[config.mk]
export PLATFORM = sky130hd
export DESIGN_NAME = sr_pulse_stim
export DESIGN_NICKNAME = d
export VERILOG_FILES = /design/src/rtl/sr_stim_pkg.sv /design/src/rtl/sr_pulse_stim_sync.sv /design/src/rtl/sr_pulse_stim.sv
export SDC_FILE = /design/constraint.sdc
export NUM_CORES = 1
export LEC_CHECK = 0
export ABC_AREA = 1
export ABC_CLOCK_PERIOD_IN_PS = 2500
export BUFFER_PORTS_ARGS = -buffer_cell sky130_fd_sc_hd__buf_2
export CAP_MARGIN = 20
export CORE_MARGIN = 8
export CORE_UTILIZATION = 35
export DETAILED_ROUTE_END_ITERATION = 8
export PLACE_DENSITY_LB_ADDON = 0.1
export SYNTH_ARGS = -nofsm -noshare
export SYNTH_HDL_FRONTEND = slang
export SYNTH_SLANG_ARGS = --single-unit
[constraint.sdc]
create_clock -name myclk -period 2.5 [get_ports myclk]
set_input_delay 0.25 -clock myclk [delete_from_list [all_inputs] [get_ports myclk]]
set_output_delay 0.25 -clock myclk [all_outputs]
set_load 0.05 [all_outputs]
[src/rtl/sr_stim_pkg.sv]
// Shared state encodings, mode encodings and expected-state helper for sr_pulse_stim.
package sr_stim_pkg;

    localparam int unsigned ST_W   = 3;
    localparam int unsigned MODE_W = 2;

    localparam logic [ST_W-1:0] ST_IDLE  = 3'd0;
    localparam logic [ST_W-1:0] ST_INIT  = 3'd1;
    localparam logic [ST_W-1:0] ST_PULSE = 3'd2;
    localparam logic [ST_W-1:0] ST_GAP   = 3'd3;
    localparam logic [ST_W-1:0] ST_DONE  = 3'd4;

    localparam logic [MODE_W-1:0] MODE_ALT  = 2'b00;
    localparam logic [MODE_W-1:0] MODE_SET  = 2'b01;
    localparam logic [MODE_W-1:0] MODE_RST  = 2'b10;
    localparam logic [MODE_W-1:0] MODE_BOTH = 2'b11;

    // Q a healthy latch settles to after pulse index (odd/even) in the given mode;
    // also selects which drive the pulse uses (1 = set, 0 = reset).
    function automatic logic exp_q_after(input logic [MODE_W-1:0] mode, input logic idx_odd);
        logic r;
        r = 1'b0;
        case (mode)
            MODE_ALT: r = ~idx_odd;
            MODE_SET: r = 1'b1;
            default:  r = 1'b0;
        endcase
        return r;
    endfunction

endpackage

[src/rtl/sr_pulse_stim_sync.sv]
// Multi-flop synchroniser for a single asynchronous latch output.
module sr_sync #(
    parameter int unsigned STAGES = 2
) (
    input  logic clk,
    input  logic rst_n,
    input  logic d,
    output logic q
);

    logic [STAGES-1:0] chain;

    // Shift the asynchronous input through the flop chain.
    always_ff @(posedge clk or negedge rst_n) begin
        if (!rst_n) begin
            chain <= '0;
        end else begin
            chain <= {chain[STAGES-2:0], d};
        end
    end

    assign q = chain[STAGES-1];

endmodule

[src/rtl/sr_pulse_stim.sv]
// Programmable set/reset pulse generator and response checker for the sr_latch block.
module sr_pulse_stim
    import sr_stim_pkg::*;
#(
    parameter int unsigned PW_W        = 8,
    parameter int unsigned CNT_W       = 16,
    parameter int unsigned SYNC_STAGES = 2
) (
    input  logic             myclk,
    input  logic             myrst_n,
    input  logic             start,
    input  logic [1:0]       mode,
    input  logic [PW_W-1:0]  pulse_len,
    input  logic [PW_W-1:0]  gap_len,
    input  logic [CNT_W-1:0] num_pulses,
    input  logic             myoutQ,
    input  logic             myoutNQ,
    output logic             myset,
    output logic             myreset,
    output logic             busy,
    output logic             done,
    output logic [CNT_W-1:0] err_count,
    output logic             last_q,
    output logic             last_nq
);

    // Gap must outlast the synchroniser so the sample sees the settled latch.
    localparam logic [PW_W-1:0] G_MIN = PW_W'(SYNC_STAGES + 1);

    logic [ST_W-1:0]   state_q, state_d;
    logic [PW_W-1:0]   cnt_q, cnt_d;
    logic [CNT_W-1:0]  idx_q, idx_d;
    logic [MODE_W-1:0] mode_q, mode_d;
    logic [PW_W-1:0]   p_q, p_d;
    logic [PW_W-1:0]   g_q, g_d;
    logic [CNT_W-1:0]  num_q, num_d;
    logic              expq_q, expq_d;
    logic              set_d, rst_d, busy_d, done_d;
    logic [CNT_W-1:0]  err_d;
    logic              lq_d, lnq_d;
    logic              sync_q, sync_nq;
    logic [PW_W-1:0]   p_in_c, g_in_c;
    logic              nxt_exp_c;
    logic              mismatch_c;

    sr_sync #(.STAGES(SYNC_STAGES)) u_sync_q (
        .clk   (myclk),
        .rst_n (myrst_n),
        .d     (myoutQ),
        .q     (sync_q)
    );

    sr_sync #(.STAGES(SYNC_STAGES)) u_sync_nq (
        .clk   (myclk),
        .rst_n (myrst_n),
        .d     (myoutNQ),
        .q     (sync_nq)
    );

    // Effective pulse/gap lengths from the live inputs, used at start capture.
    always_comb begin
        p_in_c = (pulse_len == '0) ? PW_W'(1) : pulse_len;
        g_in_c = (gap_len < G_MIN) ? G_MIN : gap_len;
    end

    // Expected state of the next pulse and mismatch of the current sample.
    always_comb begin
        nxt_exp_c  = exp_q_after(mode_q, idx_q[0]);
        mismatch_c = (sync_q != expq_q) || (sync_nq != ~expq_q);
    end

    // Next-state and next-output logic.
    always_comb begin
        state_d = state_q;
        cnt_d   = cnt_q;
        idx_d   = idx_q;
        mode_d  = mode_q;
        p_d     = p_q;
        g_d     = g_q;
        num_d   = num_q;
        expq_d  = expq_q;
        err_d   = err_count;
        lq_d    = last_q;
        lnq_d   = last_nq;
        set_d   = 1'b0;
        rst_d   = 1'b0;
        busy_d  = busy;
        done_d  = 1'b0;

        case (state_q)
            ST_IDLE: begin
                if (start) begin
                    state_d = ST_INIT;
                    mode_d  = mode;
                    p_d     = p_in_c;
                    g_d     = g_in_c;
                    num_d   = num_pulses;
                    cnt_d   = p_in_c - PW_W'(1);
                    idx_d   = '0;
                    err_d   = '0;
                    expq_d  = 1'b0;
                    rst_d   = 1'b1;
                    busy_d  = 1'b1;
                end
            end
            ST_INIT, ST_PULSE: begin
                set_d = myset;
                rst_d = myreset;
                if (cnt_q == '0) begin
                    state_d = ST_GAP;
                    cnt_d   = g_q - PW_W'(1);
                    set_d   = 1'b0;
                    rst_d   = 1'b0;
                end else begin
                    cnt_d = cnt_q - PW_W'(1);
                end
            end
            ST_GAP: begin
                if (cnt_q == '0) begin
                    lq_d  = sync_q;
                    lnq_d = sync_nq;
                    if (mode_q != MODE_BOTH && mismatch_c && err_count != '1) begin
                        err_d = err_count + CNT_W'(1);
                    end
                    if (idx_q < num_q) begin
                        state_d = ST_PULSE;
                        cnt_d   = p_q - PW_W'(1);
                        idx_d   = idx_q + CNT_W'(1);
                        expq_d  = nxt_exp_c;
                        set_d   = (mode_q == MODE_BOTH) || nxt_exp_c;
                        rst_d   = (mode_q == MODE_BOTH) || !nxt_exp_c;
                    end else begin
                        state_d = ST_DONE;
                        busy_d  = 1'b0;
                        done_d  = 1'b1;
                    end
                end else begin
                    cnt_d = cnt_q - PW_W'(1);
                end
            end
            ST_DONE: begin
                state_d = ST_IDLE;
            end
            default: begin
                state_d = ST_IDLE;
                busy_d  = 1'b0;
            end
        endcase
    end

    // State, configuration and registered outputs.
    always_ff @(posedge myclk or negedge myrst_n) begin
        if (!myrst_n) begin
            state_q   <= ST_IDLE;
            cnt_q     <= '0;
            idx_q     <= '0;
            mode_q    <= '0;
            p_q       <= '0;
            g_q       <= '0;
            num_q     <= '0;
            expq_q    <= 1'b0;
            myset     <= 1'b0;
            myreset   <= 1'b0;
            busy      <= 1'b0;
            done      <= 1'b0;
            err_count <= '0;
            last_q    <= 1'b0;
            last_nq   <= 1'b0;
        end else begin
            state_q   <= state_d;
            cnt_q     <= cnt_d;
            idx_q     <= idx_d;
            mode_q    <= mode_d;
            p_q       <= p_d;
            g_q       <= g_d;
            num_q     <= num_d;
            expq_q    <= expq_d;
            myset     <= set_d;
            myreset   <= rst_d;
            busy      <= busy_d;
            done      <= done_d;
            err_count <= err_d;
            last_q    <= lq_d;
            last_nq   <= lnq_d;
        end
    end

endmodule

# Word-level counts from Yosys, hierarchy flattened
# Cells that the tools add are included.
# Widths: inputs -> output; s select.
word_totals:
  inputBits: 39
  out_inout_bits: 22
  ff_bits: 88
op_classes:
  n_eq_ne: 17
  addsub: 6
  mux: 39
  bitwise_logic: 3
  reduce_logical: 21
  magnitude_cmp: 2
ops:
  columns: ["operator", "count"]
  rows:
  - ["$mux 16", 5]
  - ["$pmux 16 s2", 2]
  - ["$mux 8", 6]
  - ["$add 16x1->16 const B", 2]
  - ["$sub 8x1->8 const B", 4]
  - ["$pmux 8 s3", 1]
  - ["$logic_not 8->1", 2]
  - ["$lt 16x16->1", 1]
  - ["$ne 16x16->1 const B", 1]
  - ["$mux 1", 15]
  - ["$ne 2x2->1 const B", 7]
  - ["$mux 3", 4]
  - ["$reduce_and 4->1", 3]
  - ["$pmux 3 s3", 1]
  - ["$lt 8x2->1 const B", 1]
  - ["$eq 3x2->1 const B", 2]
  - ["$pmux 1 s2", 3]
  - ["$pmux 1 s3", 2]
  - ["$reduce_and 3->1", 2]
  - ["$reduce_and 2->1", 2]
  - ["$eq 3x1->1 const B", 1]
  - ["$eq 3x3->1 const B", 1]
  - ["$logic_not 3->1", 1]
  - ["$logic_or 1x1->1", 3]
  - ["12 further kinds", 16]

# Longest topological paths before layout
# Gate-level depths: netlist of run 1.
logic_depth:
  depth_word: 8
  mapped_depth: 14
  ltp_nobuf: 14

# Modules after synthesis
# From an unflattened synthesis of run 1, not the netlist that was laid out.
unflattened:
  cells_unflattened: 732
  area_unflattened_um2: 5457.7
modules_own_cells:
  columns: ["module", "cells_per_inst", "n_inst", "seq_area_each_um2", "area_per_inst_um2"]
  rows:
  - ["sr_pulse_stim", 728, 1, 2102.0, 5357.6]
  - ["sr_sync", 2, 2, 50.0, 50.0]

# Worst setup path before layout of run 1
# Ideal clock, no wire load.
synth_timing:
  path_kind: "flip-flop to flip-flop"
  from: "reg err_count[0]"
  to: "reg err_count[15]"
  t_arrival_ns: 1.811
  setup_ns: 0.128
  path_stages_with_launch: 11
  slack_ns: 0.562
  cell_sequence: "dfrtp_1 -> ha_1 -> nand3_1 -> inv_1 -> nand2_1 -> nor2_1 -> o21ai_0 -> nand2_2 -> buf_2 -> nand2_1 -> o21ai_0"
synth_via:
  elab_chain_len: 4
synth_rtl:
  columns: ["item", "line_no", "source"]
  rows:
  - ["from (decl)", "sr_pulse_stim.sv:22", "output logic [CNT_W-1:0] err_count,"]
  - ["from (signal assigned)", "sr_pulse_stim.sv:182", "err_count <= err_d;"]
  - ["$add 16x1->16 / $ne 16x16->1 (equally long branches)", "sr_pulse_stim.sv:123, sr_pulse_stim.sv:122", null]
  - ["$mux 16 / $logic_and 1x1->1 (equally long branches)", "sr_pulse_stim.sv:122", "if (mode_q != MODE_BOTH && mismatch_c && err_count != '1) begin"]
  - ["$mux 16 / $ne 2x2->1 (equally long branches)", null, null]
  - ["$pmux 16 s2 / $reduce_and 4->1 (equally long branches)", null, null]
# Parallel ways exist; a longest one is shown, timed or not. The select of a mux whose other input is x is not followed.
# A chain may end at the register's enable or synchronous reset.

# Final worst setup path of run 1
layout_timing:
  from: "reg idx_q[9]"
  to: "reg cnt_q[0]"
layout_via:
  elab_chain_len: 3
layout_rtl:
  columns: ["item", "line_no", "source"]
  rows:
  - ["from (decl)", "sr_pulse_stim.sv:32", "logic [CNT_W-1:0] idx_q, idx_d;"]
  - ["from (signal assigned)", "sr_pulse_stim.sv:172", "idx_q <= idx_d;"]
  - ["$lt 16x16->1", "sr_pulse_stim.sv:125", "if (idx_q < num_q) begin"]
  - ["$ne 3x3->1 (no source line)", null, null]
  - ["$reduce_and 3->1 (no source line)", null, null]
  - ["to (signal assigned)", "sr_pulse_stim.sv:171", "cnt_q <= cnt_d;"]
  - ["to (decl)", "sr_pulse_stim.sv:31", "logic [PW_W-1:0] cnt_q, cnt_d;"]
# No other way between the ends.

==> results of run 1 <==
## registers in the layout, summed over array words and instances (netlist names)
register         count
state_q              3
idx_q               16
expq_q               1
u_sync_q.chain       2
myset                1
num_q               16
err_count           16
last_q               1
g_q                  8
busy                 1
last_nq              1
cnt_q                8
done                 1
mode_q               2
u_sync_nq.chain      2
p_q                  8
myreset              1
## layout make-up
class	count	area, um^2	area share (%)
clock buffer	10	229	3.68
clock inverter	6	68.8	1.11
inverter	78	295	4.75
multi-input combinational	548	2790	44.9
sequential	88	2200	35.4
tap	188	235	3.78
timing repair buffer	70	398	6.39
## power breakdown
group          leakage, nW  internal (mW)  switching (mW)
clock                0.131          0.778           0.600
sequential            1.11           1.84           0.302
combinational         1.85          0.867            1.84
## cells in the final DEF, fill, tap and decap left out, types with 3 or more instances in the layout
| cell type | instances |
|---|---|
| nand2_1 | 190 |
| nand2_2 | 6 |
| nand4_1 | 12 |
| o21ai_0 | 32 |
| nor2_1 | 101 |
| nor2_4 | 3 |
| clkbuf_16 | 9 |
| ha_1 | 21 |
| inv_2 | 5 |
| buf_4 | 7 |
| a21oi_1 | 32 |
| mux2_2 | 4 |
| inv_1 | 72 |
| dfrtp_1 | 88 |
| nor3_1 | 13 |
| xnor2_1 | 8 |
| xor2_1 | 27 |
| nand3_1 | 71 |
| buf_2 | 59 |
| o21ai_1 | 7 |
| clkinvlp_4 | 4 |
| dlygate4sd3_1 | 3 |
| nor2_2 | 6 |
## worst max-delay path, delay by kind of cell (launching register included)
family          cells  cell delay, ns
fa+ha+maj           1            0.34
buf+inv             2            0.20
compound gates      2            0.22
flops               1            0.46
simple gates        7            0.84
## logic make-up (layout without fill, tap and decap cells)
| group | after synthesis | count (layout) |
|---|---|---|
| xor gates and xnor gates | 35 | 35 |
| muxes | 4 | 4 |
| and+or+nand+nor | 411 | 411 |
| DFF | 88 | 88 |
| buffers and inverters | 95 | 164 |
| adders and majority gates | 21 | 21 |
| AOI/OAI and AO/OA | 77 | 77 |
## layer usage
metal	vias up	global-route usage, %	wire length [um]
li1	2484	-	-
met1	2309	19.6	6900
met5	-	0	0
met4	0	7.77	407
met3	26	2.51	369
met2	84	24.3	6570
## cells in the mapped netlist, drive strengths merged
master	number	area share, %
a2111oi	1	0.16
nor3	14	1.4
o21ai	39	3.6
buf	11	1.4
xor2	27	4.4
nand2	197	14
a31oi	1	0.12
nor4	2	0.23
inv	78	5.5
nand3	73	7.0
xnor2	8	1.3
or2	1	0.12
nor2	110	8.4
o211ai	2	0.28
nand3b	2	0.28
mux2	4	0.84
clkbuf	6	0.42
nand4	12	1.4
dfrtp	88	41
o21bai	1	0.14
a21oi	32	3.0
a211oi	1	0.14
ha	21	4.9
## worst paths after layout
kind                       slack [ns]         startpoint                end
min in group asynchronous        0.46            myrst_n           num_q[2]
max reg2reg                      0.32           idx_q[9]           cnt_q[0]
min reg2reg                      0.36  u_sync_q.chain[0]  u_sync_q.chain[1]
min                              0.14      num_pulses[0]           num_q[0]
max in group asynchronous        1.38            myrst_n       err_count[8]
max                              0.32           idx_q[9]           cnt_q[0]
## repair_timing
action / CTS / global route
hold endpoints to repair: 47 / 0
gates resized for setup: 0 / 0
hold buffers: 3 / 0
==> flow_metrics.env, run 1 <==
export IMPL_final_cell_count_no_fill=988
export IMPL_core_area_um2=15100
export IMPL_vias=4903
export IMPL_status="finished clean"
export IMPL_post_route_min_period_ns=2.18
export IMPL_cp_arrival_ns=2.42
export IMPL_synth_avg_cell_area_um2=7.36
export IMPL_grt_pass1_vias=4973
export IMPL_drcViolationCount=0
export IMPL_start_util_pct=35.7
export IMPL_fin_util_pct=41.2
export IMPL_ant_nets=0
export IMPL_syn_to_final_growth_pct=15.6
export IMPL_hp_class="in -> reg"
export IMPL_timing_critical_path_mode_cell="nand2_1"
export IMPL_nets=855
export IMPL_cts_tree="yes"
export IMPL_numClockSinks=88
export IMPL_synthXorXnorAreaFrac_pct=5.70
export IMPL_synth_distinct_cells=33
export IMPL_clk_pin_slew_ns=0.06
export IMPL_fillers=1586
export IMPL_wl_per_cell_um=14.4
export IMPL_slowest_delay_ns=0.46
export IMPL_cpMaxStageDelayCell="dfrtp_1"
export IMPL_antenna_found_initial=0
export IMPL_drt_first_pass_iters=4
export IMPL_place_area_um2=5890
export IMPL_place_ws_ns=0.351
export IMPL_design_area_um2=6220
export IMPL_port_buffers=60
export IMPL_syn_instance_count=731
export IMPL_setup_ws_ns=0.323
export IMPL_cts_buffer_depth=2
export IMPL_pin_count=61
export IMPL_cts_buffers=9
export IMPL_end_kind="register"
export IMPL_syn_nets=791
export IMPL_report_final_setup_viol=0
export IMPL_grt_ovfl_total=0
export IMPL_worstHoldPathCells=2
export IMPL_max_freq_ghz=0.459
export IMPL_power_density_nw_per_um2=1000
export IMPL_grtUsageTotal_pct=15.2
export IMPL_finClkSkew_ns=0.00539
export IMPL_worstRegToRegCells=12
export IMPL_htree_levels=3
export IMPL_vias_per_cell=4.96
export IMPL_worstPathRequired_ns=2.74
export IMPL_slew_viol_final=0
export IMPL_hold_ws_ns=0.142
export IMPL_slew_headroom_pct=52.4
export IMPL_die_area_um2=19600
export IMPL_yosys_area_share_simple_pct=33.0
export IMPL_setup_tns_final_ns=0
export IMPL_cts_root_buf="clkbuf_16"
export IMPL_drive_gt1_share_pct=14.0
export IMPL_muxShareOfSynthArea_pct=0.837
export IMPL_worst_slew_pin_slew_ns=0.712
export IMPL_cts_setup_buffers=0
export IMPL_insertion_delay_ns=0.35
export IMPL_cap_viol_max_count=0
export IMPL_rsz0062_at_grt="no"
export IMPL_crit_fanout=10
export IMPL_yosys_warnings=0
export IMPL_die_h_um=140
export IMPL_antennaDiodeCount=0
export IMPL_cp_cell_sequence="ha_1 -> nand2_1 -> inv_1 -> o21ai_0 -> a21oi_1 -> nor2_1 -> buf_4 -> nand2_1 -> nand2_2 -> nand2_2 -> nand2_1 -> nand2_1"
export IMPL_ys_ff_latch=88
export IMPL_irDropWorstVdd_uv=447
export IMPL_synthAdderAreaFrac_pct=4.88
export IMPL_routabilityCongestion=0.826
export IMPL_p_total_mw=6.22
export IMPL_cp_start_kind="register"
export IMPL_place_inst=969
export IMPL_power_leakage_nw=3.09
export IMPL_netlist_area_um2=5380
export IMPL_grt_first_pass_wirelength_um=24100
export IMPL_die_w_um=140
export IMPL_seq_area_frac_synth_pct=40.9
export IMPL_synth_compound_area_share_pct=7.44
export IMPL_routed_wl_um=14300
export IMPL_dp_hpwl_um=10800
export IMPL_initialDrtViolationCount=274
export IMPL_finalCritPeriodShare_pct=87.1
export IMPL_grt_max_degree=47
export IMPL_hold_viol=0
export IMPL_rows=45
export IMPL_synth_top_family_by_area="simple AND/OR/NAND/NOR gates"
export IMPL_crit_type="reg -> reg"
No activity file was read; power rests on OpenSTA's default activity.
==> inputs of run 2 (changes only) <==
CORE_UTILIZATION = 59   (was 35)
==> run 2 against run 1 <==
Compared with the run above:
- power down 8.6%
- clock power down 39%
- largest cell class unchanged
- register-to-register slack worse by 0.06 ns
- worst setup slack worse by 0.064 ns
- highest routed layer unchanged
- fmax down 2.9%
- non-clock buffer count up 1
- core utilization up 25 points
- critical path type unchanged
- final cell count down 8.0%
- global-route usage up 5.9 points
- cell area down 3.6%
- hold slack worse by 0.013 ns
- critical endpoint is now idx_q[5]
==> flow_metrics.env, run 2 (synthesis gave the netlist of run 1 again) <==
export IMPL_die_h_um=112
export IMPL_final_cell_count_no_fill=909
export IMPL_fillers=835
export IMPL_dp_hpwl_um=9830
export IMPL_cp_start_kind="register"
export IMPL_cap_viol_max_count=0
export IMPL_post_route_min_period_ns=2.24
export IMPL_r2r_slack_ns=0.26
export IMPL_numClockSinks=88
export IMPL_timing_critical_path_mode_cell="nand2_1"
export IMPL_finalCritPeriodShare_pct=89.6
export IMPL_top_regs="err_count x16, idx_q x16, num_q x16"
export IMPL_cts_tree="yes"
export IMPL_cts_buffers=9
export IMPL_crit_fanout=22
export IMPL_setup_tns_final_ns=0
export IMPL_slowest_delay_ns=0.46
export IMPL_place_inst=893
export IMPL_hold_ws_ns=0.129
export IMPL_routabilityCongestion=0.948
export IMPL_multiInputGateArea_um2=2790
export IMPL_die_w_um=112
export IMPL_crit_type="reg -> reg"
export IMPL_rsz0062_at_grt="no"
export IMPL_status="finished clean"
export IMPL_grt_max_degree=49
export IMPL_drt_first_pass_iters=7
export IMPL_worstHoldPathCells=2
export IMPL_core_area_um2=9060
export IMPL_die_area_um2=12400
export IMPL_hold_path_startpoint="num_pulses[0]"
export IMPL_syn_to_final_growth_pct=11.4
export IMPL_power_leakage_nw=3.04
export IMPL_r2r_end="idx_q[5]"
export IMPL_antenna_found_initial=0
export IMPL_grtUsageTotal_pct=21.1
export IMPL_start_util_pct=59.4
export IMPL_hold_viol=0
export IMPL_slew_headroom_pct=58.8
export IMPL_worstPathRequired_ns=2.77
export IMPL_finClkSkew_ns=0.0127
export IMPL_drcViolationCount=0
export IMPL_cts_resized=0
export IMPL_wl_per_cell_um=14.2
export IMPL_report_final_setup_viol=0
export IMPL_worstReg2RegStart="idx_q[9]"
export IMPL_worstRegToRegCells=10
export IMPL_pin_count=61
export IMPL_cp_arrival_ns=2.51
export IMPL_drive_gt1_share_pct=13.9
export IMPL_max_freq_ghz=0.446
export IMPL_hp_class="in -> reg"
export IMPL_power_density_nw_per_um2=949
export IMPL_grt_ovfl_total=0
export IMPL_slew_viol_final=0
export IMPL_grt_pass1_vias=4819
export IMPL_clk_pin_slew_ns=0.09
export IMPL_routed_wl_um=12900
export IMPL_cts_root_buf="clkbuf_8"
export IMPL_holdPathEnd="num_q[0]"
export IMPL_irDropWorstVdd_uv=639
export IMPL_worst_slew_pin_slew_ns=0.617
export IMPL_insertion_delay_ns=0.35
export IMPL_vias_per_cell=5.48
export IMPL_nets=856
export IMPL_ant_nets=0
export IMPL_cpMaxStageDelayCell="dfrtp_1"
export IMPL_layout_area_seq_um2=2200
export IMPL_cts_buffer_depth=2
export IMPL_grt_first_pass_wirelength_um=22000
export IMPL_rows=35
export IMPL_port_buffers=60
export IMPL_setup_ws_ns=0.259
export IMPL_end_kind="register"
export IMPL_cp_cell_sequence="ha_1 -> nand2_1 -> inv_1 -> o21ai_0 -> a21oi_1 -> nor2_1 -> nand3_4 -> nand2_4 -> nand2_1 -> o21ai_1"
export IMPL_initialDrtViolationCount=396
export IMPL_antennaDiodeCount=0
export IMPL_htree_levels=3
export IMPL_final_cell_mix="190 x nand2_1, 101 x nor2_1, 88 x dfrtp_1"
export IMPL_vias=4980
export IMPL_place_ws_ns=0.279
export IMPL_layout_commonest_cell="nand2_1"
run 2: how the worst max path moves through the flow:
stage	startpoint	end	slack, ns	cells past startpoint
after global placement	idx_q[9]	cnt_q[2]	0.37	11
after global routing	idx_q[9]	cnt_q[2]	0.07	11
after floorplan	err_count[0]	err_count[15]	0.56	10
after detailed placement	idx_q[9]	cnt_q[2]	0.28	11
final	idx_q[9]	idx_q[5]	0.26	10
after CTS	idx_q[9]	cnt_q[7]	0.25	11
run 2: layout make-up:
type	instances	share of cell area [%]
Tap cell	111	2.32
Clock buffer	9	2.07
Sequential cell	88	36.7
Clock inverter	4	0.417
Timing Repair Buffer	71	6.97
Inverter	78	4.92
Multi-Input combinational cell	548	46.6
run 2: timing repair:
action                    4_1_cts  5_1_grt
buffers inserted                0        0
hold endpoints to repair       49        0
hold buffers                    3        0
run 2: through the flow:
| step | util, % | cell area [um^2] | total power [mW] |
|---|---|---|---|
| floorplan | - | 5380 | 4.24 |
| global placement | 64.2 | 5820 | 4.78 |
| detailed placement | 64.2 | 5820 | 4.87 |
| CTS | 66.2 | 6000 | 5.71 |
| global route | 66.2 | 6000 | 6.16 |
| finish | 66.2 | 6000 | 5.69 |
run 2: critical path, delay by kind of cell, from the launching register on:
kind / cells / cell delay (ns)
and+or+nand+nor: 5 / 1.02
adders and majority gates: 1 / 0.34
DFF: 1 / 0.46
AOI/OAI and AO/OA: 3 / 0.30
buffers and inverters: 1 / 0.03
run 2: per-layer routing:
layer  vias up  track usage [%]  share of wire (%)
met4         0             8.66                1.9
met3        22             2.81                4.4
met5         -                0                  0
li1       2484                -                  -
met2       132             35.1                 47
met1      2342             27.2                 46
run 2: power breakdown:
part / internal, mW / switching (mW) / total, mW
Combinational: 0.884 / 1.84 / 2.72
Sequential: 1.84 / 0.298 / 2.13
Clock: 0.341 / 0.493 / 0.835
Total: 3.06 / 2.63 / 5.69
